File: config.mk
export PLATFORM = sky130hd
export DESIGN_NAME = minmax_loader
export DESIGN_NICKNAME = d
export VERILOG_FILES = /design/src/rtl/minmax_loader.sv
export SDC_FILE = /design/constraint.sdc
export NUM_CORES = 1
export LEC_CHECK = 0
export CAP_MARGIN = 10
export CORE_MARGIN = 2
export CORE_UTILIZATION = 41
export CTS_BUF_LIST = sky130_fd_sc_hd__clkbuf_2 sky130_fd_sc_hd__clkbuf_4 sky130_fd_sc_hd__clkbuf_8
export DETAILED_ROUTE_END_ITERATION = 8
export PLACE_DENSITY = 0.77
export SYNTH_ARGS = -nofsm -noshare
export SYNTH_HDL_FRONTEND = slang
export SYNTH_SLANG_ARGS = --single-unit
File: constraint.sdc
create_clock -name clk_i -period 2.25 [get_ports clk_i]
set_input_delay 0.3375 -clock clk_i [delete_from_list [all_inputs] [get_ports clk_i]]
set_output_delay 0.3375 -clock clk_i [all_outputs]
set_load 0.02 [all_outputs]
File: src/rtl/minmax_loader.sv
// Bus-master sequencer that loads the min/max engine's A registers from source memory,
// fires the engine, polls its trigger register and returns the min/max results.
module minmax_loader #(
    parameter logic [31:0] BASE     = 32'hC200_0000,
    parameter int          N_WORDS  = 8,
    parameter int          TIMEOUT  = 16,
    parameter int          POLL_MAX = 64
) (
    input  logic        clk_i,
    input  logic        rst_i,
    input  logic        start,
    input  logic [31:0] src_addr,
    output logic        busy,
    output logic        done,
    output logic        err,
    output logic [31:0] min_o,
    output logic [31:0] max_o,
    output logic        mem_en,
    output logic [31:0] mem_addr,
    input  logic [31:0] mem_rdata,
    output logic        en,
    output logic        wr,
    output logic [31:0] waddr,
    output logic [31:0] din,
    output logic [31:0] raddr,
    input  logic [31:0] dout,
    input  logic        rready,
    input  logic        wready
);

    localparam int                TMR_W      = $clog2(TIMEOUT);
    localparam int                POLL_W     = $clog2(POLL_MAX + 32'sd1);
    localparam logic [TMR_W-1:0]  TMR_LAST   = TMR_W'(TIMEOUT - 32'sd1);
    localparam logic [POLL_W-1:0] POLL_LIMIT = POLL_W'(POLL_MAX);
    localparam logic [3:0]        IDX_LAST   = 4'(N_WORDS - 32'sd1);
    localparam logic [31:0]       MIN_ADDR   = BASE + 32'h0000_0020;
    localparam logic [31:0]       MAX_ADDR   = BASE + 32'h0000_0024;
    localparam logic [31:0]       TRIG_ADDR  = BASE + 32'h0000_0028;

    typedef enum logic [3:0] {
        S_IDLE  = 4'd0,
        S_MRD   = 4'd1,
        S_MWAIT = 4'd2,
        S_WRA   = 4'd3,
        S_TRIG  = 4'd4,
        S_POLL  = 4'd5,
        S_RMIN  = 4'd6,
        S_RMAX  = 4'd7,
        S_DONE  = 4'd8
    } state_t;

    state_t              state_r;
    logic [3:0]          idx_r;
    logic [TMR_W-1:0]    tmr_r;
    logic [POLL_W-1:0]   poll_r;
    logic                pend_r;
    logic                ack_s;
    logic                tmo_s;
    logic [POLL_W-1:0]   poll_nxt_s;

    function automatic logic [31:0] word_off(input logic [3:0] idx);
        return {26'd0, idx, 2'b00};
    endfunction

    assign poll_nxt_s = poll_r + POLL_W'(1'b1);

    // Ready only counts while a request is outstanding; timeout fires on the last allowed cycle
    always_comb begin
        ack_s = 1'b0;
        tmo_s = 1'b0;
        if (pend_r) begin
            ack_s = wr ? wready : rready;
            tmo_s = !ack_s && (tmr_r == TMR_LAST);
        end else begin
            ack_s = 1'b0;
            tmo_s = 1'b0;
        end
    end

    // Sequencer: owns every registered output and all per-run state
    always_ff @(posedge clk_i) begin
        if (rst_i) begin
            state_r  <= S_IDLE;
            idx_r    <= 4'd0;
            tmr_r    <= {TMR_W{1'b0}};
            poll_r   <= {POLL_W{1'b0}};
            pend_r   <= 1'b0;
            busy     <= 1'b0;
            done     <= 1'b0;
            err      <= 1'b0;
            min_o    <= 32'd0;
            max_o    <= 32'd0;
            mem_en   <= 1'b0;
            mem_addr <= 32'd0;
            en       <= 1'b0;
            wr       <= 1'b0;
            waddr    <= 32'd0;
            din      <= 32'd0;
            raddr    <= 32'd0;
        end else begin
            en     <= 1'b0;
            mem_en <= 1'b0;
            done   <= 1'b0;
            if (pend_r) begin
                tmr_r <= tmr_r + TMR_W'(1'b1);
            end
            if (tmo_s) begin
                pend_r  <= 1'b0;
                busy    <= 1'b0;
                done    <= 1'b1;
                err     <= 1'b1;
                state_r <= S_DONE;
            end else begin
                case (state_r)
                    S_IDLE: begin
                        if (start) begin
                            busy     <= 1'b1;
                            err      <= 1'b0;
                            min_o    <= 32'd0;
                            max_o    <= 32'd0;
                            idx_r    <= 4'd0;
                            mem_addr <= src_addr;
                            mem_en   <= 1'b1;
                            state_r  <= S_MRD;
                        end
                    end
                    S_MRD: begin
                        state_r <= S_MWAIT;
                    end
                    S_MWAIT: begin
                        din     <= mem_rdata;
                        waddr   <= BASE + word_off(idx_r);
                        wr      <= 1'b1;
                        en      <= 1'b1;
                        pend_r  <= 1'b1;
                        tmr_r   <= {TMR_W{1'b0}};
                        state_r <= S_WRA;
                    end
                    S_WRA: begin
                        if (ack_s) begin
                            idx_r <= idx_r + 4'd1;
                            if (idx_r == IDX_LAST) begin
                                waddr   <= TRIG_ADDR;
                                din     <= 32'd1;
                                en      <= 1'b1;
                                tmr_r   <= {TMR_W{1'b0}};
                                state_r <= S_TRIG;
                            end else begin
                                pend_r   <= 1'b0;
                                mem_addr <= mem_addr + 32'd4;
                                mem_en   <= 1'b1;
                                state_r  <= S_MRD;
                            end
                        end
                    end
                    S_TRIG: begin
                        if (ack_s) begin
                            poll_r  <= {POLL_W{1'b0}};
                            raddr   <= TRIG_ADDR;
                            wr      <= 1'b0;
                            en      <= 1'b1;
                            tmr_r   <= {TMR_W{1'b0}};
                            state_r <= S_POLL;
                        end
                    end
                    S_POLL: begin
                        if (ack_s) begin
                            poll_r <= poll_nxt_s;
                            if (dout == 32'd0) begin
                                raddr   <= MIN_ADDR;
                                en      <= 1'b1;
                                tmr_r   <= {TMR_W{1'b0}};
                                state_r <= S_RMIN;
                            end else if (poll_nxt_s == POLL_LIMIT) begin
                                pend_r  <= 1'b0;
                                busy    <= 1'b0;
                                done    <= 1'b1;
                                err     <= 1'b1;
                                state_r <= S_DONE;
                            end else begin
                                // engine still busy: reissue the same read, restarting the timeout
                                en    <= 1'b1;
                                tmr_r <= {TMR_W{1'b0}};
                            end
                        end
                    end
                    S_RMIN: begin
                        if (ack_s) begin
                            min_o   <= dout;
                            raddr   <= MAX_ADDR;
                            en      <= 1'b1;
                            tmr_r   <= {TMR_W{1'b0}};
                            state_r <= S_RMAX;
                        end
                    end
                    S_RMAX: begin
                        if (ack_s) begin
                            max_o   <= dout;
                            pend_r  <= 1'b0;
                            busy    <= 1'b0;
                            done    <= 1'b1;
                            err     <= 1'b0;
                            state_r <= S_DONE;
                        end
                    end
                    S_DONE: begin
                        err     <= 1'b0;
                        state_r <= S_IDLE;
                    end
                    default: begin
                        pend_r  <= 1'b0;
                        busy    <= 1'b0;
                        state_r <= S_IDLE;
                    end
                endcase
            end
        end
    end

endmodule

==> results.txt, run 1 <==
- Number of setup violations in the final report: 0
- Registers take 0.00325 sq mm.
- Category of cells accounting for the largest share of critical-path delay: simple AND/OR/NAND/NOR gates
- The layout has 1,608 filler cells.
- TritonCTS Sinks: 162
* Crit path largest cell delay: 0.58 ns
- The floorplan step defined a die boundary enclosing 0.0194 sq mm.
- Averaged over all synthesized cells, the footprint is 7.99 sq um.
* Effective utilization at floorplan: between 40% and 50%
* Final global-route overflow total: 0
- After detailed placement, the design holds a cell count of 1,421.
* Clock group share of total power: between 20% and 30%
* Internal power summed over all cells: 5.87 mW
- Top flip-flop cell by instance count after synthesis: sky130_fd_sc_hd__dfxtp_1
- The post-route netlist has 11.8% of its cells at a drive strength greater than 1.
- Element type at the critical path end: register
* Core region area: 0.0180 sq mm
- Highest net fanout along the worst path: 6
* Number of flops mapped to enable cells by yosys: 0
- The worst setup path is of the in -> reg kind.
- The detailed router finished its first iteration with 540 violations.
* Root Buffer: sky130_fd_sc_hd__clkbuf_8
- Post-Route Skew: 0.0135 ns
- Core occupancy in the finished layout: 60.9%
* Share of flip-flops with an asynchronous set or reset: 0%
- The critical path contains buffers and inverters numbering 2 combined.
* Gate power share: 41.4%
- Number of global-route vias before repair: 7,388
- The count of nets left with antenna violations once routing finished came out at 0.
- Routability-driven placement finished with a final weighted congestion of 0.903.
- Overall power consumption: 9.71 mW
- Net Switching: about 3.8 mW
- Yosys mapped the design onto 64 distinct sky130hd cell types.
* Gate Count Post-Synth: 939
- Summing the sequential cell areas from Yosys gives 43.2% of the chip area.
* Worst VDD drop: approximately 0.00053 V
- Power share of the sequential group: ~37%
- Yosys attributes the largest share of cell area to sky130_fd_sc_hd__dfxtp_1 (43%), sky130_fd_sc_hd__a22oi_1 (7.4%), sky130_fd_sc_hd__nor2_1 (6.4%), sky130_fd_sc_hd__buf_4 (5.6%), sky130_fd_sc_hd__a21oi_1 (5.4%).
- The clock passes through at most 2 buffers.
- Port buffering added 247 buffers.
- From bottom edge to top edge, the die measures around 140 um.
- Worst hold margin: 0.244 ns
* Routed wire per std cell: ~16 um
- DRC: 0
* Switching part of the total: 39.5%
* Maximum number of pins on one net before global-route repair: between 60 and 70
- For this run, the post-layout net count is 1,318.
* Antenna violations before repair: 0
- Timing analysis after detailed placement gives a worst setup slack of -0.565 ns.
- Slew at the pin closest to its max-slew limit: roughly 0.67 ns
- Worst endpoint required time: about 2.6 ns
- Final total negative setup slack: 0 ns
- Max-cap violations in this run came to 0.
- The multi-input combinational cells in the finished layout cover a total of 0.00377 sq mm.
- F_max: 462 MHz
- Final critical-path share of the clock period: between 90 and 100%
- Die X: about 140 um
* LEAKAGE: a little under 4 nW
* Arrival @ worst endpoint: between 2 and 2.5 ns
- Outcome: finished, final reports clean
* Crit path launch type: input pin
* Num ports: 299
- The biggest area contributor in the post-synthesis netlist is sky130_fd_sc_hd__dfxtp_1.
- The worst path in the final design needs a cycle of 2.16 ns, including I/O delays and setup.
- Setup repair after global routing left no endpoint under its margin.
- Summing over every cut layer, the via total after detailed routing is 7,804.
- Cell Area, Placed: 0.0105 sq mm
- In this run the power density over the cells is 888 mW/mm^2.
- Hold-fix buffers, CTS: 0
- Most frequently used cell type in the post-synthesis netlist: sky130_fd_sc_hd__dfxtp_1
- The number of max-slew violations in the final report was 0.
- The commonest cells after synthesis are sky130_fd_sc_hd__dfxtp_1 (162), sky130_fd_sc_hd__nor2_1 (128), sky130_fd_sc_hd__a21oi_1 (81).
* Yosys warning count: 0
- 0 antenna diodes ended up in the layout.
* Clock slew seen by the registers of the worst setup and hold paths: 0.10 ns
- In this run the number of H-tree levels came out at 4.
- Global routing used a little under a quarter of the available tracks across all layers.
- Synthesis-stage register bit count: 162
- The min-delay analysis places its worst path in the category in -> reg.
- Share of Yosys cell area claimed by the top area cell type: 43.2%
- Layout Cells excl Fill: 1,453
- For this run, the detailed router's first-pass iteration total came to 5.
- Routed via count divided by cell count: approximately 5.4
- Syn Std Cell Area: 0.00751 sq mm
- Setup slack closes at 0.0863 ns.
* Post-route cell area: approximately 0.011 sq mm
- Growth of design area from synthesis to finish: 45.7%
- In this run the tightest slew margin relative to its limit is 55.6%.
* Global-route wire length before repair: 37.6 mm
- Insertion delay of the later-clocked pin in the worst-skew pair: 0.46 ns
- Detailed placement ended at an HPWL of 16.7 mm.
* Hold Fails Final Rpt: 0
* Number of buffers inserted during clock tree synthesis: 17
- Clock tree from TritonCTS: done
* Worst path cell trace: clkdlybuf4s50_1 > nor4_2 > buf_4 > nand2_1 > or4_4 > a211o_1 > a21oi_1 > nor2_1
- Slowest stage cell on the critical path: sky130_fd_sc_hd__or4_4
- Wire length after detailed routing: 23.4 mm
* Row count: 49
==> placed cells by master (no fill, tap or decap), drive strengths merged, types with 6 or more instances in the layout <==
cell,n
nand3,55
inv,31
o31ai,9
dfxtp,162
o32ai,6
o21a,6
nand2,80
conb,51
a31oi,6
nor3,23
nor4,12
a211oi,10
clkbuf,17
buf,83
o21ai,33
nor2,128
clkdlybuf4s50,246
nand2b,10
a22oi,74
nand4,11
a21oi,81
==> routing by layer <==
metal | GRT usage (%) | vias up | wire length (um)
li1 | - | 3777 | -
met1 | 28.3 | 3618 | 9450
met2 | 39.3 | 366 | 11100
met3 | 7.95 | 43 | 2340
met4 | 8.19 | 0 | 501
met5 | 0 | - | 0
==> flip-flops by register name, indices dropped and copies added (netlist names), 3 cells and up <==
| name | cells |
|---|---|
| waddr | 5 |
| idx_r | 4 |
| tmr_r | 4 |
| min_o | 32 |
| poll_r | 7 |
| raddr | 3 |
| max_o | 32 |
| state_r | 4 |
| mem_addr | 32 |
| din | 32 |
==> power groups by stage <==
stage	registers, mW	clock network [mW]	logic (mW)
after floorplan	4.02	0	1.81
after detailed placement	3.67	0	3.99
after global routing	3.68	2.26	4.33
after global placement	3.66	0	3.94
final	3.62	2.07	4.01
after CTS	3.61	2.13	4.00
==> final timing paths <==
check,start,to,slack [ns],cells past startpoint
setup / recovery,dout[28],raddr[3],0.09,8
hold / removal,rst_i,mem_addr[10],0.24,2
setup reg to reg,state_r[1],mem_addr[24],0.12,7
hold reg to reg,max_o[1],max_o[1],0.45,2
==> logic make-up after synthesis <==
| logic type | count (synthesis) | synth area share, % |
|---|---|---|
| simple gates | 360 | 22.4 |
| compound gates | 254 | 22.0 |
| flops | 162 | 43.2 |
| buf+inv | 146 | 10.2 |
| mux | 6 | 0.817 |
| fa+ha+maj | 5 | 0.833 |
| xor+xnor | 5 | 0.583 |
| other cells | 1 | 0.0500 |
==> layout make-up <==
class / instances / area share (%)
clock inverter: 14 / 1.29
timing repair buffer: 329 / 29.0
multi-input combinational: 681 / 34.5
inverter: 21 / 0.721
tap: 229 / 2.62
sequential: 162 / 29.7
clock buffer: 17 / 2.14
==> worst register-to-register path, cell delays in order (launching register included) <==
cell and delay, ns:
sky130_fd_sc_hd__dfxtp_1 0.40, sky130_fd_sc_hd__or3b_2 0.52, sky130_fd_sc_hd__a21oi_1 0.26, sky130_fd_sc_hd__o21a_1 0.21, sky130_fd_sc_hd__buf_12 0.17, sky130_fd_sc_hd__nand2b_1 0.23, sky130_fd_sc_hd__inv_1 0.14, sky130_fd_sc_hd__o2bb2ai_1 0.11
==> timing repair <==
item                                    in CTS  in global routing
hold endpoints to repair                     0                  0
gates cloned                                 0                  0
buffers inserted                             0                  1
pin swaps                                    0                  2
gates resized for setup                      3                  6
endpoints found under the setup margin       4                  5
Note: power is estimated with default switching activity, not from simulation.
==> run 2, diff against run 1 <==
Settings changed: SKIP_CTS_REPAIR_TIMING from default to 1.
==> run 2 against run 1 <==
Clock skew about the same. Sequential power barely moved. Sequential cell count unchanged. Die area did not move. Setup slack worse by 0.0083 ns. First-iteration DRC count down 8.1%. Cell count did not move. Worst hold slack worse by 0.0011 ns. Largest power group unchanged. Power barely moved. Critical endpoint unchanged.
==> results.txt, run 2 (synthesis results as in run 1) <==
- Outcome: finished, final reports clean
- The largest fanout of any net on the critical path was 6 (unchanged).
- The via count of the first global-routing pass came to 7,372 (-0.22%).
- Slew at the pin closest to its max-slew limit: 0.654 ns (-0.0113 ns)
- The number of top-level pins is 299 (unchanged).
- Global-route wire length before repair: 37.5 mm (-0.18%)
- F_max: 460 MHz (-0.38%)
- Power density over the cells: 888 mW/mm^2 (about the same)
- Count of antenna-violating nets left after detailed routing: 0 (unchanged)
* LEAKAGE: 3.96 nW (about the same)
- Arrival @ worst endpoint: 2.50 ns (about the same)
- Depth of the CTS H-tree: 4 (unchanged)
- Total global-route track usage: 23.5% (-0.044 points)
* Worst endpoint required time: 2.58 ns (about the same)
* Full die area: 0.0194 sq mm (unchanged)
- The number of max-slew violations in the final report is 0 (unchanged).
- The share of the cycle needed by the critical path after routing came to 96.5% (+0.37 points).
- Setup repair after global routing missed its margin: no
* Root Buffer: sky130_fd_sc_hd__clkbuf_8
* Routed via count divided by cell count: 5.40 (+0.51%)
- The effective utilization at floorplan is 41.8% (unchanged).
- The total wire length is 23.3 mm (-0.32%).
- The wire length per cell after detailed routing came to 16.0 um (-0.32%).
- The layout overhead on the synthesized area came to 45.6% (about the same).
- Number of buffers inserted during clock tree synthesis: 17 (unchanged)
* Worst Slack Setup Final: 0.0779 ns (-0.00832 ns)
- The total inserted antenna cells is 0 (unchanged).
* Path class of the lowest-slack min-delay path: in -> reg
* Post-layout net count: 1,318 (unchanged)
- Number of placed instances, taps included: 1,421 (unchanged)
- Post-Route Skew: 0.0137 ns (+0.000125 ns)
* Detailed-routing iteration count for the pre-antenna-repair pass: 5 (unchanged)
- Layout Cells excl Fill: 1,453 (unchanged)
- The headroom to the max-slew limit came to 56.4% (+0.75 points).
* Maximum number of pins on one net before global-route repair: 64 (unchanged)
- DRC: 0 (unchanged)
- Global placer's final weighted congestion: 0.903 (unchanged)
* TritonCTS Sinks: 162 (unchanged)
- Antenna violations before repair: 0 (unchanged)
- The total of buffers placed on input and output ports is 247 (unchanged).
- Clock tree from TritonCTS: done
* Most used cells in the layout excluding fill and tap cells: sky130_fd_sc_hd__clkdlybuf4s50_1 (246), sky130_fd_sc_hd__dfxtp_1 (155), sky130_fd_sc_hd__nor2_1 (125)
* Die X: 139 um (unchanged)
- Final worst path period need: 2.17 ns (+0.00832 ns)
* Row count: 49 (unchanged)
- The peak supply drop came to 0.000535 V (+0.11%).
* Iteration-0 DRC count of the detailed router: 496 (-8.1%)
* Via count: 7,844 (+0.51%)
- The estimated wirelength of the detail-placed design was 16.7 mm (unchanged).
- CTS max path bufs: 2 (unchanged)
- Number of setup violations in the final report: 0 (unchanged)
- The pre-CTS worst setup slack is -0.565 ns (unchanged).
- The global-route congestion overflow total was 0 (unchanged).
* Clock slew seen by the registers of the worst setup and hold paths: 0.10 ns (about the same)
* Max cap viols: 0 (unchanged)
- Most common cell after layout, fill and taps aside: sky130_fd_sc_hd__clkdlybuf4s50_1
- Core region area: 0.0180 sq mm (unchanged)
* Hold Fails Final Rpt: 0 (unchanged)
* Element type at the critical path end: register
- Classification of the worst setup path: in -> reg
- STA classifies the critical path startpoint as an input pin.
* Insertion delay of the later-clocked pin in the worst-skew pair: 0.46 ns (about the same)
- Proportion of layout cells with a drive suffix above 1: 11.7% (-0.082 points)
* Die height: 139 um (unchanged)
-- run 2: worst max-delay path, cell delays in order --
cell	delay (ns)
sky130_fd_sc_hd__clkdlybuf4s50_1	0.46
sky130_fd_sc_hd__nor4_2	0.34
sky130_fd_sc_hd__buf_4	0.17
sky130_fd_sc_hd__nand2_1	0.06
sky130_fd_sc_hd__or4_4	0.58
sky130_fd_sc_hd__a211o_1	0.35
sky130_fd_sc_hd__a21oi_1	0.16
sky130_fd_sc_hd__nor2_1	0.05
-- run 2: layout make-up --
class | instances | area (sq um)
Fill cell | 1611 | 7030
Multi-Input combinational cell | 681 | 3760
Sequential cell | 162 | 3250
Timing Repair Buffer | 329 | 3170
Tap cell | 229 | 287
Clock buffer | 17 | 234
Clock inverter | 14 | 141
Inverter | 21 | 78.8
-- run 2: stage by stage --
| step | hold slack [ns] | instance area (sq um) | util, % | TNS [ns] | power [mW] |
|---|---|---|---|---|---|
| after CTS | 0.200 | 10900 | 60.6 | -0.126 | 9.74 |
| after global routing | 0.225 | 10900 | 60.8 | 0 | 10.3 |
| final | 0.243 | 10900 | 60.8 | 0 | 9.70 |
| after detailed placement | 0.444 | 10500 | 58.6 | -14.52 | 7.66 |
| after global placement | 0.437 | 10500 | 58.6 | -12.66 | 7.60 |
| after floorplan | 0.476 | 7700 | - | 0 | 5.84 |
-- run 2: layer usage --
layer | GRT usage [%] | vias up | share of wire [%]
li1 | - | 3782 | -
met1 | 28.5 | 3652 | 40
met2 | 39.2 | 369 | 48
met3 | 7.78 | 41 | 10
met4 | 7.97 | 0 | 2.0
met5 | 0 | - | 0
-- run 2: report_power, final --
| group | switching, mW | total (mW) | internal (mW) |
|---|---|---|---|
| Sequential | 0.360 | 3.62 | 3.26 |
| Combinational | 2.21 | 4.01 | 1.79 |
| Clock | 1.25 | 2.07 | 0.822 |
| Total | 3.83 | 9.70 | 5.87 |
-- run 2: final timing paths --
path,depth (start not counted),end,from,slack (ns)
worst max-delay path,8,raddr[3],dout[26],0.08
worst min-delay path,2,mem_addr[10],rst_i,0.24
worst max register to register,7,mem_addr[24],state_r[1],0.12
worst min register to register,2,max_o[1],max_o[1],0.45
==> run 3, diff against run 2 <==
Settings changed: ABC_AREA from default to 1, CORE_UTILIZATION 41 to 42, PLACE_DENSITY 0.77 to 0.78.
==> run 3 against run 2 <==
Setup slack improved by 0.17 ns. Sequential share of layout area decreased by 0.34 points. Critical endpoint is now mem_addr[23]. Highest routed layer unchanged. Critical path depth is 1 higher.
==> results.txt, run 3 <==
* Top flip-flop cell by instance count after synthesis: sky130_fd_sc_hd__dfxtp_1
* Maximum number of pins on one net before global-route repair: 51 (-20%)
- The depth of the worst register-to-register path came to 9 (+2).
- Die height: 142 um (+1.6%)
- Post-synthesis mux area share: 0% (-0.82 points)
- The sink count of the clock tree was 162 (unchanged).
- Synthesis-stage register bit count: 162 (unchanged)
- The worst setup path is captured at a register.
* Number of setup violations in the final report: 0 (unchanged)
- Terminus of the critical flop-to-flop path: mem_addr[23]
- Die X: 142 um (+1.6%)
- F_max: 500 MHz (+8.5%)
- Final global-route overflow total: 0 (unchanged)
- The final-layout worst hold slack was 0.316 ns (+0.0734 ns).
* Routed via count divided by cell count: 5.11 (-5.4%)
- The power density of the placed cells is 1030 mW/mm^2 (+16%).
* Most used cells in the layout excluding fill and tap cells: sky130_fd_sc_hd__nand2_1 (280), sky130_fd_sc_hd__clkdlybuf4s50_1 (246), sky130_fd_sc_hd__dfxtp_1 (162)
* Clock tree from TritonCTS: done
* Global-route wire length before repair: 39.1 mm (+4.2%)
* Num ports: 299 (unchanged)
- The basic-gate share of the synthesized area counting and, or, nand and nor cells is 30.6% (+8.3 points).
- Top cell types by occurrence after synthesis: sky130_fd_sc_hd__nand2_1 (280), sky130_fd_sc_hd__dfxtp_1 (162), sky130_fd_sc_hd__nor2_1 (161)
- In this run the most critical hold path is launched from rst_i.
- Post-Route Skew: 0.0130 ns (-0.000680 ns)
- Final HPWL from detailed placement: 18.2 mm (+9.0%)
* Filler Cells Inserted: 1,786 (+11%)
- Uppermost metal layer occupied by signal nets: met4
- Root Buffer: sky130_fd_sc_hd__clkbuf_8
- Worst VDD drop: 0.000575 V (+7.5%)
- The worst endpoint required time is 2.61 ns (+0.03 ns).
* Slew at the pin closest to its max-slew limit: 0.529 ns (-0.125 ns)
- The design internal power was 6.44 mW (+9.6%).
* Iteration-0 DRC count of the detailed router: 528 (+6.5%)
* Final total negative setup slack: 0 ns (unchanged)
- The clock network fraction of total power was 18.9% (-2.5 points).
* Register area share after synthesis: 40.8% (-2.4 points)
- Via count: 8,444 (+7.6%)
* Worst Hold End: din[10]
- Met1 Wirelength: 10.6 mm (+13%)
- Synthesized-area fraction occupied by ao, oa, aoi and oai cells: 15.1% (-6.8 points)
- sky130_fd_sc_hd__nand2_1 is the most common cell in the netlist.
- The parity-gate share of the synthesized area counting xor and xnor cells came to 0.441% (-0.14 points).
* Final worst path period need: 2.00 ns (-0.171 ns)
- The path class of the tightest hold or removal check is in -> reg.
* Layout Cells excl Fill: 1,654 (+14%)
- The total wire length is 24.8 mm (+6.5%).
* LEAKAGE: 4.18 nW (+5.4%)
* Net Switching: 4.89 mW (+28%)
- Met3 wire len: 2.16 mm (-8.8%)
- Global placer's final weighted congestion: 0.930 (+3.0%)
- Core occupancy in the finished layout: 59.1% (-1.7 points)
- The combinational share of power is 46.9% (+5.6 points).
- Clock slew seen by the registers of the worst setup and hold paths: 0.09 ns (about the same)
* Full die area: 0.0200 sq mm (+3.3%)
- The number of antenna violations at the first check in global routing is 0 (unchanged).
- Avg Inst Size Synth: 6.88 sq um (-14%)
- Total global-route track usage: 24.3% (+0.78 points)
* Detailed-routing iteration count for the pre-antenna-repair pass: 5 (unchanged)
- RR Startpoint: state_r[1]
* Post-layout net count: 1,513 (+15%)
- The effective utilization at floorplan is 42.7% (+0.86 points).
- The critical path arrival came to 2.36 ns (-0.14 ns).
- Dominant cell type by area after synthesis: sky130_fd_sc_hd__dfxtp_1
- Switching part of the total: 43.2% (+3.7 points)
- The post-synthesis instance total came to 1,155 (+23%).
- The flow ran to the end, and the final reports show no timing, DRC or antenna violations.
* Classification of the worst setup path: reg -> reg
- Row count: 50 (+2.0%)
- Routed wire per std cell: 15.0 um (-6.5%)
- The number of warnings issued by yosys is 0 (unchanged).
* Share of flip-flops with an asynchronous set or reset: 0% (unchanged)
- The area of the core is 0.0186 sq mm (+3.8%).
* Final number of max-transition violations: 0 (unchanged)
- Combinational family with the most area after synthesis: simple AND/OR/NAND/NOR gates
* Final critical-path share of the clock period: 88.9% (-7.6 points)
- Worst hold path stage count: 2 (unchanged)
- The synthesized-area fraction occupied by adder cells came to 0.787% (-0.047 points).
- Leaving out fill and tap cells, the most frequent cell in the layout is sky130_fd_sc_hd__nand2_1.
* Number of input and output port buffers inserted: 247 (unchanged)
* Highest net fanout along the worst path: 13 (+7)
- The part of the power in registers is 34.2% (-3.1 points).
- Worst R2R Setup Slack: 0.25 ns (+0.13 ns)
- The total inserted antenna cells came to 0 (unchanged).
- DRC: 0 (unchanged)
- Number of flops mapped to enable cells by yosys: 0 (unchanged)
- Proportion of layout cells with a drive suffix above 1: 7.11% (-4.6 points)
- Depth of the CTS H-tree: 4 (unchanged)
- Number of buffers inserted during clock tree synthesis: 17 (unchanged)
- Number of placed instances, taps included: 1,622 (+14%)
- The headroom to the max-slew limit came to 64.7% (+8.3 points).
- The detailed route wirelength on metal2 was 11.5 mm (+2.8%).
- Syn Std Cell Area: 0.00795 sq mm (+5.9%)
* Insertion delay of the later-clocked pin in the worst-skew pair: 0.46 ns (about the same)
* CTS max path bufs: 2 (unchanged)
- Top cells by area in the synthesized netlist: sky130_fd_sc_hd__dfxtp_1 (41%), sky130_fd_sc_hd__nand2_1 (13%), sky130_fd_sc_hd__nor2_1 (7.6%), sky130_fd_sc_hd__a21oi_1 (7.4%), sky130_fd_sc_hd__buf_4 (5.8%)
- Library cells used by synthesis: 36 (-44%)
- The count of endpoints failing hold in the final timing report came to 0 (unchanged).
- The area growth from synthesis to layout is 38.7%.
- The worst setup path is launched from a register.
- The top-area cell type share of the netlist area came to 40.8% (-2.4 points).
* Count of antenna-violating nets left after detailed routing: 0 (unchanged)
* Setup repair after global routing missed its margin: no
* Max cap viols: 0 (unchanged)
- The via count of the first global-routing pass was 7,978 (+8.2%).
run 3: routing by layer:
metal,vias to the layer above,track usage [%]
li1,4181,-
met1,3825,30.3
met2,395,40.3
met3,43,7.09
met4,0,8.21
met5,-,0
run 3: cell type report:
type                       count  area (sq um)  share of cell area (%)
timing repair buffer         293          2880                    26.1
tap                          234           293                    2.66
clock inverter                12           123                    1.11
sequential                   162          3240                    29.4
clock buffer                  20           269                    2.44
inverter                      77           292                    2.64
multi-input combinational    856          3930                    35.6
run 3: stage by stage:
step / cell area [sq um] / total power [mW] / worst slack, ns
5_1_grt: 11000 / 12.1 / 0.0396
2_1_floorplan: 8140 / 7.25 / 0.370
3_3_place_gp: 10600 / 9.12 / 0.0339
3_5_place_dp: 10600 / 9.20 / -0.0174
6_report: 11000 / 11.3 / 0.249
4_1_cts: 11000 / 11.4 / 0.149
run 3: worst max-delay path by stage:
| stage | endpoint | start | depth (start not counted) | slack (ns) |
|---|---|---|---|---|
| global route | tmr_r[0] | poll_r[0] | 13 | 0.04 |
| finish | mem_addr[23] | state_r[1] | 9 | 0.25 |
| CTS | mem_addr[12] | idx_r[0] | 10 | 0.15 |
| floorplan | mem_addr[30] | mem_addr[2] | 10 | 0.37 |
| global placement | mem_addr[12] | rready | 9 | 0.03 |
| detailed placement | mem_addr[12] | rready | 9 | -0.02 |
run 3: cells by family after synthesis:
group	Yosys count
AND/OR/NAND/NOR	578
other	1
AO/OA/AOI/OAI	218
buffers and inverters	187
adder cells (fa/ha/maj)	5
XOR/XNOR	4
flip-flops	162
run 3: power by group through the flow:
stage,Sequential [mW],Clock (mW),Combinational (mW)
3_5_place_dp,3.93,0,5.27
2_1_floorplan,4.31,0,2.93
4_1_cts,3.86,2.20,5.29
3_3_place_gp,3.92,0,5.20
5_1_grt,3.95,2.32,5.80
6_report,3.88,2.14,5.31
run 3: worst max-delay path: stages (launching register included):
cell and delay (ns):
sky130_fd_sc_hd__dfxtp_1 0.47, sky130_fd_sc_hd__nand2_2 0.15, sky130_fd_sc_hd__nor2_4 0.26, sky130_fd_sc_hd__nor2_1 0.08, sky130_fd_sc_hd__nand3b_4 0.16, sky130_fd_sc_hd__nor2_2 0.22, sky130_fd_sc_hd__buf_4 0.25, sky130_fd_sc_hd__nand2_1 0.09
sky130_fd_sc_hd__o21ai_0 0.15, sky130_fd_sc_hd__a21oi_1 0.06
==> RTL edit 1: new RTL, flow settings as in run 3 <==
Put one more register stage on the output `err`. The value now appears one clock later. The other outputs are not delayed to match.
--- a/src/rtl/minmax_loader.sv
+++ b/src/rtl/minmax_loader.sv
@@ -51,2 +51,4 @@
 
+    logic err_s0;
+
     state_t              state_r;
@@ -89,3 +91,3 @@
             done     <= 1'b0;
-            err      <= 1'b0;
+            err_s0   <= 1'b0;
             min_o    <= 32'd0;
@@ -110,3 +112,3 @@
                 done    <= 1'b1;
-                err     <= 1'b1;
+                err_s0  <= 1'b1;
                 state_r <= S_DONE;
@@ -117,3 +119,3 @@
                             busy     <= 1'b1;
-                            err      <= 1'b0;
+                            err_s0   <= 1'b0;
                             min_o    <= 32'd0;
@@ -177,3 +179,3 @@
                                 done    <= 1'b1;
-                                err     <= 1'b1;
+                                err_s0  <= 1'b1;
                                 state_r <= S_DONE;
@@ -201,3 +203,3 @@
                             done    <= 1'b1;
-                            err     <= 1'b0;
+                            err_s0  <= 1'b0;
                             state_r <= S_DONE;
@@ -206,3 +208,3 @@
                     S_DONE: begin
-                        err     <= 1'b0;
+                        err_s0  <= 1'b0;
                         state_r <= S_IDLE;
@@ -219,2 +221,6 @@
 
+    always_ff @(posedge clk_i) begin
+        err <= err_s0;
+    end
+
 endmodule
Function: same outputs for any inputs over 4 cycles, from zero or initial values and one cycle with rst_i high; that may be too few to reach the edited logic, so the function may still have changed.
==> RTL edit 1 against run 3 <==
Utilization increased by 1.8 points. Synthesized area is 1.4% lower. Final area grew 0.37%. Sequential cell count is 1 higher. Fmax down 0.79%. Setup slack got worse by 0.016 ns. Clock power rose by 12%. First-iteration DRC count increased by 5.1%. Hold slack better by 0.038 ns. Routed wire length down 2.1%. Sequential power about the same. Total power up 2.1%.
==> RTL edit 1: results (changes against run 3) <==
layout:
  drive_gt1_share_pct: 8.35  # +1.2 points
  layoutNonFillerInstCount: 1619  # -2.1%
  finalNetCount: 1482  # -2.0%
critical_path:
  arrival_ns: 2.32  # -0.04 ns
  crit_fanout: 5  # -8
logic_synthesis:
  synth_edf_count: 0  # unchanged
  async_flop_share_pct: 0  # unchanged
  synthTopCellsByArea: "dfxtp_1 42%, nand2_1 12%, a21oi_1 8.0%, nor2_1 6.4%, nand3_1 5.5%"
  yosysSeqAreaShare_pct: 41.6  # +0.84 points
  synth_cell_types: 40  # +11%
  synth_commonest_cells: "259 x nand2_1, 163 x dfxtp_1, 133 x nor2_1, 126 x a21oi_1, 86 x nand3_1"
  synth_area_per_cell_sq_um: 7.01  # +1.8%
drt:
  wl_per_cell_um: 15.0  # about the same
  vias: 8175  # -3.2%
  drtPass1Iterations: 6  # +1
  drt-initial-drc-count: 555  # +5.1%
placed_design:
  dp_slack_ns: -0.00705  # +0.0104 ns
  gp_congestion: 0.954  # +2.5%
  dp_hpwl_um: 17600  # -3.3%
global_route:
  grt_pass1_vias: 7749  # -2.9%
  antenna_found_initial: 1  # +1
  grt.total_usage_pct: 23.9  # -0.34 points
  grt_max_degree: 136  # +170%
  grt_pass1_wl_um: 38700  # -0.99%
pwr:
  ir_drop_v: 0.000543  # -5.7%
  swShare_pct: 40.9  # -2.3 points
  p_leak_nw: 4.17  # -0.20%
outcome:
  status: "completed"
clock_network:
  clockBufferDepth: 2  # unchanged
hold_path:
  hold_path_depth: 0  # -2
  min_path_type: "flip-flop to flip-flop"
sta:
  finClkSkew_ns: 0.0134  # +0.000445 ns
-- RTL edit 1: path summary, 6_finish.rpt --
check              startpoint      endpoint  slack, ns
setup / recovery  mem_addr[2]  mem_addr[30]       0.23
hold / removal         err_s0           err       0.35
setup reg to reg  mem_addr[2]  mem_addr[30]       0.23
hold reg to reg        err_s0           err       0.35
-- RTL edit 1: through the flow --
| step | area, sq um | utilization, % | power [W] | hold slack (ns) |
|---|---|---|---|---|
| 5_1_grt | 11100 | 61.0 | 0.0123 | 0.374 |
| 3_3_place_gp | 10600 | 58.5 | 0.00914 | 0.341 |
| 3_5_place_dp | 10600 | 58.5 | 0.00921 | 0.342 |
| 2_1_floorplan | 8030 | - | 0.00707 | 0.331 |
| 4_1_cts | 11100 | 61.0 | 0.0116 | 0.357 |
| 6_report | 11100 | 61.0 | 0.0116 | 0.354 |
-- RTL edit 1: cell families (layout without fill, tap and decap cells) --
logic type	after synthesis	after routing	synth area share [%]
compound gates	214	214	15.4
flops	163	163	41.6
fa+ha+maj	5	5	0.798
other cells	1	52	0.0478
simple gates	541	541	29.3
buf+inv	189	409	12.2
xor+xnor	6	6	0.670
-- RTL edit 1: critical path, cell delays in order, from the launching register on --
cell and delay, ns:
dfxtp_1 0.41, ha_1 0.27, nand2_1 0.10, nor2_1 0.29
nand3_1 0.23, nor3_1 0.25, or2_2 0.15, nand3_1 0.06
nand2_1 0.07, a21oi_1 0.05
-- RTL edit 1: power by group through the flow --
stage | Combinational, W | Clock [W] | Sequential (W)
detailed placement | 0.00529 | 0 | 0.00392
global route | 0.00579 | 0.00257 | 0.00394
finish | 0.00531 | 0.00239 | 0.00387
CTS | 0.00532 | 0.00245 | 0.00386
global placement | 0.00523 | 0 | 0.00391
floorplan | 0.00281 | 0 | 0.00426
-- RTL edit 1: routing by layer --
| metal | part of all wire, % | vias to the layer above | GRT usage, % |
|---|---|---|---|
| li1 | - | 4088 | - |
| met4 | 2.7 | 0 | 9.00 |
| met3 | 5.1 | 42 | 4.79 |
| met1 | 42 | 3778 | 29.9 |
| met2 | 50 | 267 | 41.0 |
| met5 | 0 | - | 0 |
-- RTL edit 1: area by class of cell --
cell class | count | area, sq um
clock buffers | 21 | 270
clock inverters | 11 | 175
fillers | 1682 | 7080
flip-flops and latches | 163 | 3260
diodes | 1 | 2.50
well taps | 229 | 287
inverters | 76 | 285
multi-input cells | 817 | 3820
repair buffers | 301 | 2960
==> RTL edit 2: new RTL, config.mk and constraints of run 3 <==
Made on the original files. `TIMEOUT`: 16 -> 64.
--- a/src/rtl/minmax_loader.sv
+++ b/src/rtl/minmax_loader.sv
@@ -5,3 +5,3 @@
     parameter int          N_WORDS  = 8,
-    parameter int          TIMEOUT  = 16,
+    parameter int          TIMEOUT  = 64,
     parameter int          POLL_MAX = 64
Behaviour: same outputs for any inputs over 4 cycles, from zero or initial values and one cycle with rst_i high; that may be too few to reach the edited logic, so the function may still have changed.
==> RTL edit 2 against run 3 <==
Synthesized cell count increased by 1.4%. Setup slack got worse by 0.029 ns. Final area increased by 1.3%. Total power decreased by 0.51%. Synthesized area increased by 1.1%. Utilization increased by 0.38 points. Critical path depth unchanged. Sequential cell count increased by 2. Routed wire length increased by 0.12%. Global-route usage decreased by 0.57 points. Critical endpoint is now min_o[1]. Largest power group unchanged.
==> RTL edit 2: results (changes against run 3) <==
placed_design:
  gp_congestion: 0.944  # +1.5%
  dp_hpwl_um: 18300  # +0.73%
layout:
  finalNetCount: 1530  # +1.1%
  drive_gt1_share_pct: 7.45  # +0.33 points
  fillers: 1681  # -5.9%
drt:
  wl_met1_um: 10200  # -3.4%
  wl_per_cell_um: 14.9  # -0.90%
  drt-initial-drc-count: 560  # +6.1%
  viasPerCell: 5.09  # -0.23%
  wl_met2_um: 11600  # +1.4%
  drtPass1Iterations: 6  # +1
logic_synthesis:
  yosysSeqAreaShare_pct: 40.8  # about the same
  synthTopCellsByArea: "dfxtp_1 41%, nand2_1 14%, nor2_1 8.0%, a21oi_1 7.0%, buf_4 5.3%"
  synth_commonest_cells: "294 x nand2_1, 172 x nor2_1, 164 x dfxtp_1, 113 x a21oi_1, 85 x nand3_1"
critical_path:
  slowest_delay_ns: 0.41  # -0.06 ns
  arrival_ns: 2.41  # +0.05 ns
  regToRegSetupSlack_ns: 0.22  # -0.03 ns
  crit_fanout: 32  # +19
pwr:
  p_leak_nw: 4.23  # +1.2%
  ir_drop_v: 0.000591  # +2.8%
clock_network:
  clk_pin_slew_ns: 0.10
sta:
  tightest_slew_ns: 0.541  # +0.0115 ns
  finClkSkew_ns: 0.0244  # +0.0114 ns
global_route:
  grt_max_degree: 107  # +110%
  grt_pass1_wl_um: 38800  # -0.63%
  grt_pass1_vias: 7828  # -1.9%
  grt.total_usage_pct: 23.7  # -0.57 points
outcome:
  status: "completed"
==> RTL edit 2: final timing paths <==
kind / end / start
max: min_o[1] / state_r[3]
min reg2reg: raddr[3] / raddr[3]
min: waddr[4] / rst_i
max reg2reg: min_o[1] / state_r[3]
==> RTL edit 2: final cells by class <==
class,count,share of cell area (%)
Tap cell,234,2.62
Inverter,73,2.45
Multi-Input combinational cell,874,35.9
Sequential cell,164,29.4
Clock buffer,17,2.09
Timing Repair Buffer,294,26.2
Clock inverter,15,1.41
==> RTL edit 2: logic make-up after synthesis <==
logic type / share of synthesized area (%)
DFF: 40.8
xor gates and xnor gates: 1.31
AOI/OAI and AO/OA: 14.2
other: 0.0466
buffers and inverters: 11.8
and+or+nand+nor: 31.0
adders and majority gates: 0.778
==> RTL edit 2: report_power, final <==
part           internal (W)  total (W)  leakage, nW  switching (W)
clock network      0.000837    0.00215        0.190        0.00131
logic               0.00210    0.00522         2.71        0.00312
registers           0.00337    0.00391         1.33       0.000539
total               0.00631     0.0113         4.23        0.00497
==> RTL edit 2: through the flow <==
stage | hold slack (ns) | std cells | setup slack, ns | instance area [sq um] | TNS [ns]
3_5_place_dp | 0.452 | 1639 | -0.0864 | 10800 | -3.21
3_3_place_gp | 0.447 | 1639 | -0.0457 | 10800 | -0.960
4_1_cts | 0.233 | 1671 | 0.192 | 11200 | 0
2_1_floorplan | 0.456 | 1221 | 0.446 | 8230 | 0
6_report | 0.272 | 1671 | 0.220 | 11200 | 0
5_1_grt | 0.240 | 1671 | 0.00398 | 11200 | 0
==> RTL edit 2: layer usage <==
layer / up-vias / track usage (%)
met5: - / 0
met4: 0 / 9.59
met3: 55 / 8.18
met2: 380 / 38.6
met1: 3858 / 28.8
li1: 4218 / -
